### src/rtl/ctrl_pkg.sv
// rtl/ctrl_pkg.sv - opcode constants and control bundle shared by the pipeline control unit
package ctrl_pkg;

  localparam int unsigned OP_BEQ   = 7;
  localparam int unsigned OP_LOAD  = 9;
  localparam int unsigned OP_STORE = 10;
  localparam int unsigned OP_JUMP  = 11;

  typedef struct packed {
    logic reg_write;
    logic alu_src;
    logic branch;
    logic load;
    logic mem_write;
    logic jump;
  } ctrl_t;

  localparam ctrl_t CTRL_BUBBLE = '0;

endpackage

### src/rtl/pipe_control_unit_if.sv
// rtl/pipe_control_unit_if.sv - ID-side inputs and stage-control outputs of the pipeline control unit
interface pipe_control_unit_if #(
  parameter int OPCODE_W = 4,
  parameter int REG_AW   = 3
);

  logic                id_valid;
  logic [OPCODE_W-1:0] id_opcode;
  logic [REG_AW-1:0]   id_rs1;
  logic [REG_AW-1:0]   id_rs2;
  logic [REG_AW-1:0]   id_rd;
  logic                ex_cmp_eq;
  logic                stall_ext;

  logic                ex_alu_src;
  logic                ex_branch;
  logic                mem_load;
  logic                mem_write;
  logic                wb_reg_write;
  logic                wb_load;
  logic [REG_AW-1:0]   wb_rd;
  logic                jump_id;
  logic                branch_taken;
  logic                stall_if;
  logic                flush_ifid;

  modport master (
    output id_valid, id_opcode, id_rs1, id_rs2, id_rd, ex_cmp_eq, stall_ext,
    input  ex_alu_src, ex_branch, mem_load, mem_write, wb_reg_write, wb_load,
           wb_rd, jump_id, branch_taken, stall_if, flush_ifid
  );

  modport slave (
    input  id_valid, id_opcode, id_rs1, id_rs2, id_rd, ex_cmp_eq, stall_ext,
    output ex_alu_src, ex_branch, mem_load, mem_write, wb_reg_write, wb_load,
           wb_rd, jump_id, branch_taken, stall_if, flush_ifid
  );

endinterface

### src/rtl/ctrl_decode.sv
// rtl/ctrl_decode.sv - combinational opcode to control-bundle decoder with source-register usage flags
module ctrl_decode
  import ctrl_pkg::*;
#(
  parameter int OPCODE_W  = 4,
  parameter int RTYPE_MAX = 6
) (
  input  logic                valid,
  input  logic [OPCODE_W-1:0] opcode,
  output ctrl_t               ctrl,
  output logic                use_rs1,
  output logic                use_rs2
);

  localparam logic [OPCODE_W-1:0] RTYPE_LIM = OPCODE_W'(RTYPE_MAX);
  localparam logic [OPCODE_W-1:0] BEQ_OP    = OPCODE_W'(OP_BEQ);
  localparam logic [OPCODE_W-1:0] LOAD_OP   = OPCODE_W'(OP_LOAD);
  localparam logic [OPCODE_W-1:0] STORE_OP  = OPCODE_W'(OP_STORE);
  localparam logic [OPCODE_W-1:0] JUMP_OP   = OPCODE_W'(OP_JUMP);

  always_comb begin
    ctrl    = CTRL_BUBBLE;
    use_rs1 = 1'b0;
    use_rs2 = 1'b0;
    if (valid) begin
      // R-type range takes precedence should RTYPE_MAX ever overlap a named opcode
      if (opcode <= RTYPE_LIM) begin
        ctrl.reg_write = 1'b1;
        ctrl.alu_src   = 1'b1;
        use_rs1        = 1'b1;
        use_rs2        = 1'b1;
      end else if (opcode == BEQ_OP) begin
        ctrl.alu_src = 1'b1;
        ctrl.branch  = 1'b1;
        use_rs1      = 1'b1;
        use_rs2      = 1'b1;
      end else if (opcode == LOAD_OP) begin
        ctrl.alu_src   = 1'b1;
        ctrl.load      = 1'b1;
        ctrl.reg_write = 1'b1;
        use_rs1        = 1'b1;
      end else if (opcode == STORE_OP) begin
        ctrl.alu_src   = 1'b1;
        ctrl.mem_write = 1'b1;
        use_rs1        = 1'b1;
        use_rs2        = 1'b1;
      end else if (opcode == JUMP_OP) begin
        ctrl.jump = 1'b1;
      end
    end
  end

endmodule

### src/rtl/pipe_control_unit.sv
// rtl/pipe_control_unit.sv - pipelined control: ID decode, ID/EX, EX/MEM, MEM/WB control registers and hazard/redirect logic
module pipe_control_unit
  import ctrl_pkg::*;
#(
  parameter int OPCODE_W  = 4,
  parameter int REG_AW    = 3,
  parameter int RTYPE_MAX = 6
) (
  input  logic                 clk,
  input  logic                 rst,
  pipe_control_unit_if.slave   bus
);

  ctrl_t dec;
  logic  use_rs1;
  logic  use_rs2;

  ctrl_decode #(
    .OPCODE_W  (OPCODE_W),
    .RTYPE_MAX (RTYPE_MAX)
  ) u_decode (
    .valid   (bus.id_valid),
    .opcode  (bus.id_opcode),
    .ctrl    (dec),
    .use_rs1 (use_rs1),
    .use_rs2 (use_rs2)
  );

  logic              idex_alu_src;
  logic              idex_branch;
  logic              idex_load;
  logic              idex_mem_write;
  logic              idex_reg_write;
  logic [REG_AW-1:0] idex_rd;

  logic              exmem_load;
  logic              exmem_mem_write;
  logic              exmem_reg_write;
  logic [REG_AW-1:0] exmem_rd;

  logic              memwb_load;
  logic              memwb_reg_write;
  logic [REG_AW-1:0] memwb_rd;

  logic load_use;
  logic branch_take;
  logic stall_hold;
  logic jump_take;
  logic squash;

  assign load_use = idex_load && (idex_rd != '0) &&
                    ((use_rs1 && (bus.id_rs1 == idex_rd)) ||
                     (use_rs2 && (bus.id_rs2 == idex_rd)));

  // Redirect and stall requests are masked during reset so that they follow the bubble-filled stages
  assign branch_take = !rst && !bus.stall_ext && idex_branch && bus.ex_cmp_eq;
  assign stall_hold  = !rst && (bus.stall_ext || (load_use && !branch_take));
  assign jump_take   = !rst && dec.jump && !stall_hold && !branch_take;

  // A resolved jump has no further work, so it also enters EX as a bubble
  assign squash = branch_take || load_use || dec.jump;

  always_ff @(posedge clk) begin
    if (rst) begin
      idex_alu_src    <= 1'b0;
      idex_branch     <= 1'b0;
      idex_load       <= 1'b0;
      idex_mem_write  <= 1'b0;
      idex_reg_write  <= 1'b0;
      idex_rd         <= '0;
      exmem_load      <= 1'b0;
      exmem_mem_write <= 1'b0;
      exmem_reg_write <= 1'b0;
      exmem_rd        <= '0;
      memwb_load      <= 1'b0;
      memwb_reg_write <= 1'b0;
      memwb_rd        <= '0;
    end else if (!bus.stall_ext) begin
      if (squash) begin
        idex_alu_src   <= 1'b0;
        idex_branch    <= 1'b0;
        idex_load      <= 1'b0;
        idex_mem_write <= 1'b0;
        idex_reg_write <= 1'b0;
        idex_rd        <= '0;
      end else begin
        idex_alu_src   <= dec.alu_src;
        idex_branch    <= dec.branch;
        idex_load      <= dec.load;
        idex_mem_write <= dec.mem_write;
        idex_reg_write <= dec.reg_write;
        idex_rd        <= dec.reg_write ? bus.id_rd : '0;
      end

      exmem_load      <= idex_load;
      exmem_mem_write <= idex_mem_write;
      exmem_reg_write <= idex_reg_write;
      exmem_rd        <= idex_rd;

      // Register 0 is never a write-back target
      memwb_load      <= exmem_load;
      memwb_reg_write <= exmem_reg_write && (exmem_rd != '0);
      memwb_rd        <= exmem_rd;
    end
  end

  assign bus.ex_alu_src   = idex_alu_src;
  assign bus.ex_branch    = idex_branch;
  assign bus.mem_load     = exmem_load;
  assign bus.mem_write    = exmem_mem_write;
  assign bus.wb_reg_write = memwb_reg_write;
  assign bus.wb_load      = memwb_load;
  assign bus.wb_rd        = memwb_rd;
  assign bus.jump_id      = jump_take;
  assign bus.branch_taken = branch_take;
  assign bus.stall_if     = stall_hold;
  assign bus.flush_ifid   = branch_take || jump_take;

endmodule

### src/flat_wrapper.sv
// flat-port wrapper written by rule: the top's interface ports become plain ports
module pipe_control_unit_flat import ctrl_pkg::*;
#(
  parameter int OPCODE_W  = 4,
  parameter int REG_AW    = 3,
  parameter int RTYPE_MAX = 6
)
  (clk, rst, bus_id_valid, bus_id_opcode, bus_id_rs1, bus_id_rs2, bus_id_rd, bus_ex_cmp_eq, bus_stall_ext, bus_ex_alu_src, bus_ex_branch, bus_mem_load, bus_mem_write, bus_wb_reg_write, bus_wb_load, bus_wb_rd, bus_jump_id, bus_branch_taken, bus_stall_if, bus_flush_ifid);
  pipe_control_unit_if #(.OPCODE_W(OPCODE_W), .REG_AW(REG_AW)) bus_i ();
  input  logic clk;
  input  logic rst;
  input wire logic [$bits(bus_i.id_valid)-1:0] bus_id_valid;
  input wire logic [$bits(bus_i.id_opcode)-1:0] bus_id_opcode;
  input wire logic [$bits(bus_i.id_rs1)-1:0] bus_id_rs1;
  input wire logic [$bits(bus_i.id_rs2)-1:0] bus_id_rs2;
  input wire logic [$bits(bus_i.id_rd)-1:0] bus_id_rd;
  input wire logic [$bits(bus_i.ex_cmp_eq)-1:0] bus_ex_cmp_eq;
  input wire logic [$bits(bus_i.stall_ext)-1:0] bus_stall_ext;
  output wire logic [$bits(bus_i.ex_alu_src)-1:0] bus_ex_alu_src;
  output wire logic [$bits(bus_i.ex_branch)-1:0] bus_ex_branch;
  output wire logic [$bits(bus_i.mem_load)-1:0] bus_mem_load;
  output wire logic [$bits(bus_i.mem_write)-1:0] bus_mem_write;
  output wire logic [$bits(bus_i.wb_reg_write)-1:0] bus_wb_reg_write;
  output wire logic [$bits(bus_i.wb_load)-1:0] bus_wb_load;
  output wire logic [$bits(bus_i.wb_rd)-1:0] bus_wb_rd;
  output wire logic [$bits(bus_i.jump_id)-1:0] bus_jump_id;
  output wire logic [$bits(bus_i.branch_taken)-1:0] bus_branch_taken;
  output wire logic [$bits(bus_i.stall_if)-1:0] bus_stall_if;
  output wire logic [$bits(bus_i.flush_ifid)-1:0] bus_flush_ifid;
  assign bus_i.id_valid = bus_id_valid;
  assign bus_i.id_opcode = bus_id_opcode;
  assign bus_i.id_rs1 = bus_id_rs1;
  assign bus_i.id_rs2 = bus_id_rs2;
  assign bus_i.id_rd = bus_id_rd;
  assign bus_i.ex_cmp_eq = bus_ex_cmp_eq;
  assign bus_i.stall_ext = bus_stall_ext;
  assign bus_ex_alu_src = bus_i.ex_alu_src;
  assign bus_ex_branch = bus_i.ex_branch;
  assign bus_mem_load = bus_i.mem_load;
  assign bus_mem_write = bus_i.mem_write;
  assign bus_wb_reg_write = bus_i.wb_reg_write;
  assign bus_wb_load = bus_i.wb_load;
  assign bus_wb_rd = bus_i.wb_rd;
  assign bus_jump_id = bus_i.jump_id;
  assign bus_branch_taken = bus_i.branch_taken;
  assign bus_stall_if = bus_i.stall_if;
  assign bus_flush_ifid = bus_i.flush_ifid;
  pipe_control_unit #(.OPCODE_W(OPCODE_W), .REG_AW(REG_AW), .RTYPE_MAX(RTYPE_MAX)) u_core (.clk(clk), .rst(rst), .bus(bus_i));
endmodule
### config.mk
export PLATFORM = sky130hd
export DESIGN_NAME = pipe_control_unit_flat
export DESIGN_NICKNAME = d
export VERILOG_FILES = /design/src/rtl/ctrl_pkg.sv /design/src/rtl/pipe_control_unit_if.sv /design/src/rtl/ctrl_decode.sv /design/src/rtl/pipe_control_unit.sv /design/src/flat_wrapper.sv
export SDC_FILE = /design/constraint.sdc
export NUM_CORES = 1
export LEC_CHECK = 0
export ABC_CLOCK_PERIOD_IN_PS = 1400
export CORE_MARGIN = 3
export CORE_UTILIZATION = 40
export DETAILED_ROUTE_END_ITERATION = 10
export PLACE_DENSITY = 0.75
export SYNTH_ARGS = -nofsm -noshare
export SYNTH_HDL_FRONTEND = slang
export SYNTH_SLANG_ARGS = --single-unit
### constraint.sdc
create_clock -name clk -period 1.4 [get_ports clk]
set_input_delay 0.28 -clock clk [delete_from_list [all_inputs] [get_ports clk]]
set_output_delay 0.28 -clock clk [all_outputs]
set_load 0.03 [all_outputs]
After elaboration in Yosys (flattened, before gate mapping)
Cells that the tools add are included.
{ "word_totals": {"ff_bits": 19, "inputBits": 18, "out_inout_bits": 13, "elab_cells": 70} }
{ "classes": {"order_cmp": 1, "eq_ne": 6, "muxes": 26, "n_reduce_logical": 24} }
{ "ops": {"columns": ["operator", "n"], "rows": [
  ["$mux W1", 19],
  ["$logic_and A1 B1 Y1", 13],
  ["$eq A4 B4 Y1 const B", 3],
  ["$mux W3", 3],
  ["$eq A3 B3 Y1", 2],
  ["$mux W6", 1],
  ["$reduce_bool A3 Y1", 2],
  ["$logic_or A1 B1 Y1", 5],
  ["$eq A4 B3 Y1 const B", 1],
  ["$le A4 B3 Y1 const B", 1],
  ["$logic_not A1 Y1", 4],
  ["$mux W2", 2],
  ["$mux W4", 1]
]} }

Logic depth before layout (Yosys ltp)
{ "logic_depth": {"depth_word": 16, "depth_mapped": 5, "mapped_depth_nobuf": 4} }

By module
Synthesis repeated with hierarchy kept, for this count alone.
{ "hier_totals": {"hier_cells": 111, "area_unflattened_um2": 983.4} }
{ "by_module_without_submodules": {"columns": ["module", "instances", "cells_each", "area_per_inst_um2", "seq_area_each_um2"], "rows": [
  ["pipe_control_unit", 1, 93, 879.6, 380.4],
  ["ctrl_decode", 1, 18, 103.8, 0.0]
]} }

Worst setup path after synthesis
No wires, ideal clock.
{ "synth_timing": {"kind": "input to output", "startpoint": "input port bus_id_opcode[2]", "endpoint": "output port bus_flush_ifid", "arrival_ns": 1.450, "t_required_ns": 1.120, "path_slack_ns": -0.330, "stages": 3, "path_buffers": 0, "path_cell_list": "and4b_1 nand2_1 a211oi_1"} }
{ "synth_via": {"elab_chain_len": 16, "word_cells_on_any_way": 32, "classes_between": "order compare (1); eq/ne (4); mux (15); reduce/logical (12)"} }
{ "synth_lines": {"columns": ["element", "line", "source"], "rows": [
  ["from (decl)", "flat_wrapper.sv:13", "input wire logic [$bits(bus_i.id_opcode)-1:0] bus_id_opcode;"],
  ["$eq A4 B4 Y1", "ctrl_decode.sv:42", "end else if (opcode == STORE_OP) begin"],
  ["$mux W1", "ctrl_decode.sv:42", null],
  ["$mux W1", "ctrl_decode.sv:37", "end else if (opcode == LOAD_OP) begin"],
  ["$mux W1", "ctrl_decode.sv:32", "end else if (opcode == BEQ_OP) begin"],
  ["$mux W1", "ctrl_decode.sv:27", "if (opcode <= RTYPE_LIM) begin"],
  ["$mux W1", "ctrl_decode.sv:25", "if (valid) begin"],
  ["$logic_and A1 B1 Y1, on equally long branches", "pipe_control_unit.sv:52, pipe_control_unit.sv:53", null],
  ["$logic_or A1 B1 Y1", "pipe_control_unit.sv:52", "((use_rs1 && (bus.id_rs1 == idex_rd)) ||"],
  ["$logic_and A1 B1 Y1", "pipe_control_unit.sv:51", "assign load_use = idex_load && (idex_rd != '0) &&"],
  ["$logic_and A1 B1 Y1", "pipe_control_unit.sv:57", "assign stall_hold = !rst && (bus.stall_ext || (load_use && !branch_take));"],
  ["$logic_or A1 B1 Y1", "pipe_control_unit.sv:57", null],
  ["$logic_and A1 B1 Y1", "pipe_control_unit.sv:57", null],
  ["$logic_not A1 Y1", "pipe_control_unit.sv:58", "assign jump_take = !rst && dec.jump && !stall_hold && !branch_take;"],
  ["$logic_and A1 B1 Y1 * (2 in series)", "pipe_control_unit.sv:58", null],
  ["$logic_or A1 B1 Y1 *", "pipe_control_unit.sv:117", "assign bus.flush_ifid = branch_take || jump_take;"],
  ["to (decl)", "flat_wrapper.sv:29", "output wire logic [$bits(bus_i.flush_ifid)-1:0] bus_flush_ifid;"]
]} }
Every way passes the cells marked *; elsewhere a longest branch is shown, timed or not.

Final worst setup path
{ "layout_timing": {"startpoint": "register u_core.idex_rd[0]", "endpoint": "output port bus_stall_if"} }
{ "layout_via": {"elab_chain_len": 7, "word_cells_on_any_way": 11, "classes_between": "eq/ne (2); reduce/logical (9)"} }
{ "layout_lines": {"columns": ["element", "line", "source"], "rows": [
  ["from (decl)", "pipe_control_unit.sv:34", "logic [REG_AW-1:0] idex_rd;"],
  ["from (signal assigned)", "pipe_control_unit.sv:92", "idex_rd <= dec.reg_write ? bus.id_rd : '0;"],
  ["$eq A3 B3 Y1, on equally long branches", "pipe_control_unit.sv:52, pipe_control_unit.sv:53", null],
  ["$logic_and A1 B1 Y1, on equally long branches", "pipe_control_unit.sv:52, pipe_control_unit.sv:53", null],
  ["$logic_or A1 B1 Y1", "pipe_control_unit.sv:52", null],
  ["$logic_and A1 B1 Y1 *", "pipe_control_unit.sv:51", null],
  ["$logic_and A1 B1 Y1 *", "pipe_control_unit.sv:57", null],
  ["$logic_or A1 B1 Y1 *", "pipe_control_unit.sv:57", null],
  ["$logic_and A1 B1 Y1 *", "pipe_control_unit.sv:57", null],
  ["to (decl)", "flat_wrapper.sv:28", "output wire logic [$bits(bus_i.stall_if)-1:0] bus_stall_if;"]
]} }
Marked as above.

==> impl_metrics.yaml <==
run_status:
  status: "complete, but fails checks"
  violations: "setup timing"
sta:
  rsz0062_at_grt: "true"
  finalHoldViolCount: 0
  post-route-period-util: 1.24
  setup_viol_count_final: 10
  fmaxAchievable_mhz: 577
  final_max_slew_viol_count: 0
  maxSlewHeadroom: 0.800
  setup-tns-final_ns: -0.772
  min_period_ns: 1.73
  worst_slew_pin_slew_ns: 0.302
  skew_ns: 0.00563
  worst_slack_ns: -0.333
clocking:
  numCtsBuffers: 3
  insertion_delay_ns: 0.30
  cts-root-buf: "clkbuf_4"
  clockBufferDepth: 2
  htreeDepth: 1
  hold_buffers: 0
  clock_sinks: 19
  cts_tree: "yes"
  clk_pin_slew_ns: 0.11
final_layout:
  fin_nets: 185
  diodes: 0
  layout_common_cells: "buf_4, dlygate4sd2_1, dfxtp_1, nor2_1"
  drive_above_1_share: 0.458
  final_core_util: 0.761
  layout_commonest_cell: "buf_4"
  syn2layout_area_growth_pct: 79.2
  stdcell_count: 194
place:
  dp_slack_ns: -0.534
  dpl.cell_count: 179
  io_buffer_count: 30
  gp_congestion: 0.822
  hpwl_um: 1960
power_and_ir_drop:
  p_leak_nw: 0.755
  power.switching_mw: 0.288
  ir_drop_v: 0.000805
  power.total_mw: 1.07
  power_density_nw_per_um2: 632
  p_int_mw: 0.787
  combPwrFrac: 0.224
  switching_share: 0.268
  seqPwrFrac: 0.515
  clkPwrFrac: 0.261
global_routing:
  grt_pass1_wl_um: 4240
  grt_pass1_vias: 980
  grtUsageTotal: 0.200
  grt_antenna_before_repair: 0
  grt_overflow_total: 0
  grt_max_degree: 11
worst_hold_path:
  hp-class: "in -> reg"
  min_path_cells: 3
yosys:
  syn_area_per_cell_um2: 9.12
  synth.yosys.seq_area_share: 0.401
  synth_edf_count: 0
  synth_fp_nets: 122
  synth-main-ff-cell: "dfxtp_1"
  yosysWarningCount: 0
  ys_types: 32
  async_reset_ff_frac: 0
  syn-instance-count: 104
  ys_ff_latch: 19
  synth_area_um2: 948
detailed_routing:
  route.detailed.drc: 0
  antenna_left: 0
  vias_per_cell: 5.33
  first_pass_iters: 4
  wire_per_inst_um: 15.0
  finalWirelength_um: 2910
  drtIter0Drc: 13
  dr_total_vias: 1034
worst_setup_path:
  crit_arrival_ns: 1.45
  crit_cells: 5
  cp-end-kind: "primary output"
  crit_chain: "xnor2_2 > nand4_1 > nand2_1 > a31o_2 > buf_6"
  worst-path-buf-inv: 1
  crit_required_ns: 1.12
  reg2reg_depth: 6
  cpPeakStageDelay_ns: 0.40
  cp_max_fo: 5
  critPathTopFamily: "flip-flops"
  crit_slowest_cell: "dfxtp_4"
  crit_type: "reg -> out"
  cp-start-kind: "register"
floorplanning:
  initial_utilization: 0.425
  pin_count: 31
  die_area_um2: 2990
  dieHeight_um: 54.7
  rows: 17
  core_area_um2: 2230
  die_x_um: 54.7
flow_run:
  maxCapViolations: 0
power by group through the flow:
| stage | Sequential [mW] | Clock, mW | Combinational (mW) |
|---|---|---|---|
| finish | 0.554 | 0.280 | 0.240 |
| CTS | 0.553 | 0.282 | 0.213 |
| global placement | 0.568 | 0 | 0.187 |
| floorplan | 0.571 | 0 | 0.0776 |
| detailed placement | 0.569 | 0 | 0.193 |
| global route | 0.554 | 0.309 | 0.257 |
synth_stat cells, drive strengths merged (3+ instances only):
cell type / count / area (um^2)
o2111ai: 3 / 26.3
nand2: 13 / 48.8
a21oi: 3 / 15.0
nor2: 14 / 52.6
o21ai: 8 / 40.0
mux2i: 10 / 100
o31ai: 3 / 27.5
buf: 3 / 20.0
xnor2: 6 / 52.6
dfxtp: 19 / 380
cell type report:
type	count	area, um^2
multi-input cells	81	722
well taps	28	35.0
repair buffers	62	523
flip-flops and latches	19	393
fillers	156	534
clock buffers	4	26.3
layer usage:
layer,vias up,GRT usage,part of all wire
met5,-,0,0
met4,0,0.0290,0.018
met3,7,0.0572,0.072
met2,37,0.378,0.53
met1,488,0.221,0.38
li1,502,-,-
worst register-to-register path, cell delays in order (launching register included):
cell      delay (ns)
dfxtp_4         0.40
xnor2_2         0.17
nand3_2         0.11
buf_6           0.13
a211oi_4        0.27
buf_6           0.19
o21ai_1         0.08
cell families after synthesis:
logic type             after synthesis  share of synthesized area
flip-flops                          19                      0.401
multiplexers                        10                      0.106
AO/OA/AOI/OAI                       25                      0.195
buffers and inverters                4                     0.0251
AND/OR/NAND/NOR                     40                      0.218
XOR/XNOR                             6                     0.0554
stage by stage:
| step | hold slack, ns | instance area [um^2] |
|---|---|---|
| 6_report | 0.289 | 1700 |
| 5_1_grt | 0.319 | 1700 |
| 4_1_cts | 0.392 | 1590 |
| 3_5_place_dp | 0.448 | 1430 |
| 3_3_place_gp | 0.440 | 1430 |
| 2_1_floorplan | 0.352 | 968 |
worst paths after layout:
check / start / to / slack (ns)
max: u_core.idex_rd[0] / bus_stall_if / -0.33
max reg2reg: u_core.idex_rd[0] / u_core.bus.ex_branch / -0.06
min: bus_id_opcode[0] / u_core.bus.ex_branch / 0.29
min reg2reg: u_core.idex_mem_write / u_core.idex_mem_write / 0.47
state kept, by name, indices dropped and copies added (netlist names):
name                     count
u_core.bus.ex_alu_src        1
u_core.idex_mem_write        1
u_core.bus.ex_branch         1
u_core.bus.wb_reg_write      1
u_core.idex_load             1
u_core.bus.mem_load          1
u_core.bus.mem_write         1
u_core.bus.wb_rd             3
u_core.idex_rd               3
u_core.idex_reg_write        1
u_core.bus.wb_load           1
u_core.exmem_reg_write       1
u_core.exmem_rd              3
timing repair:
| item | CTS | global route |
|---|---|---|
| pin swaps | 19 | 9 |
| gates cloned | 0 | 0 |
| setup endpoints to repair | 21 | 13 |
| resized for setup | 49 | 31 |
| buffers inserted | 11 | 4 |
No activity file was read; power rests on OpenSTA's default activity.
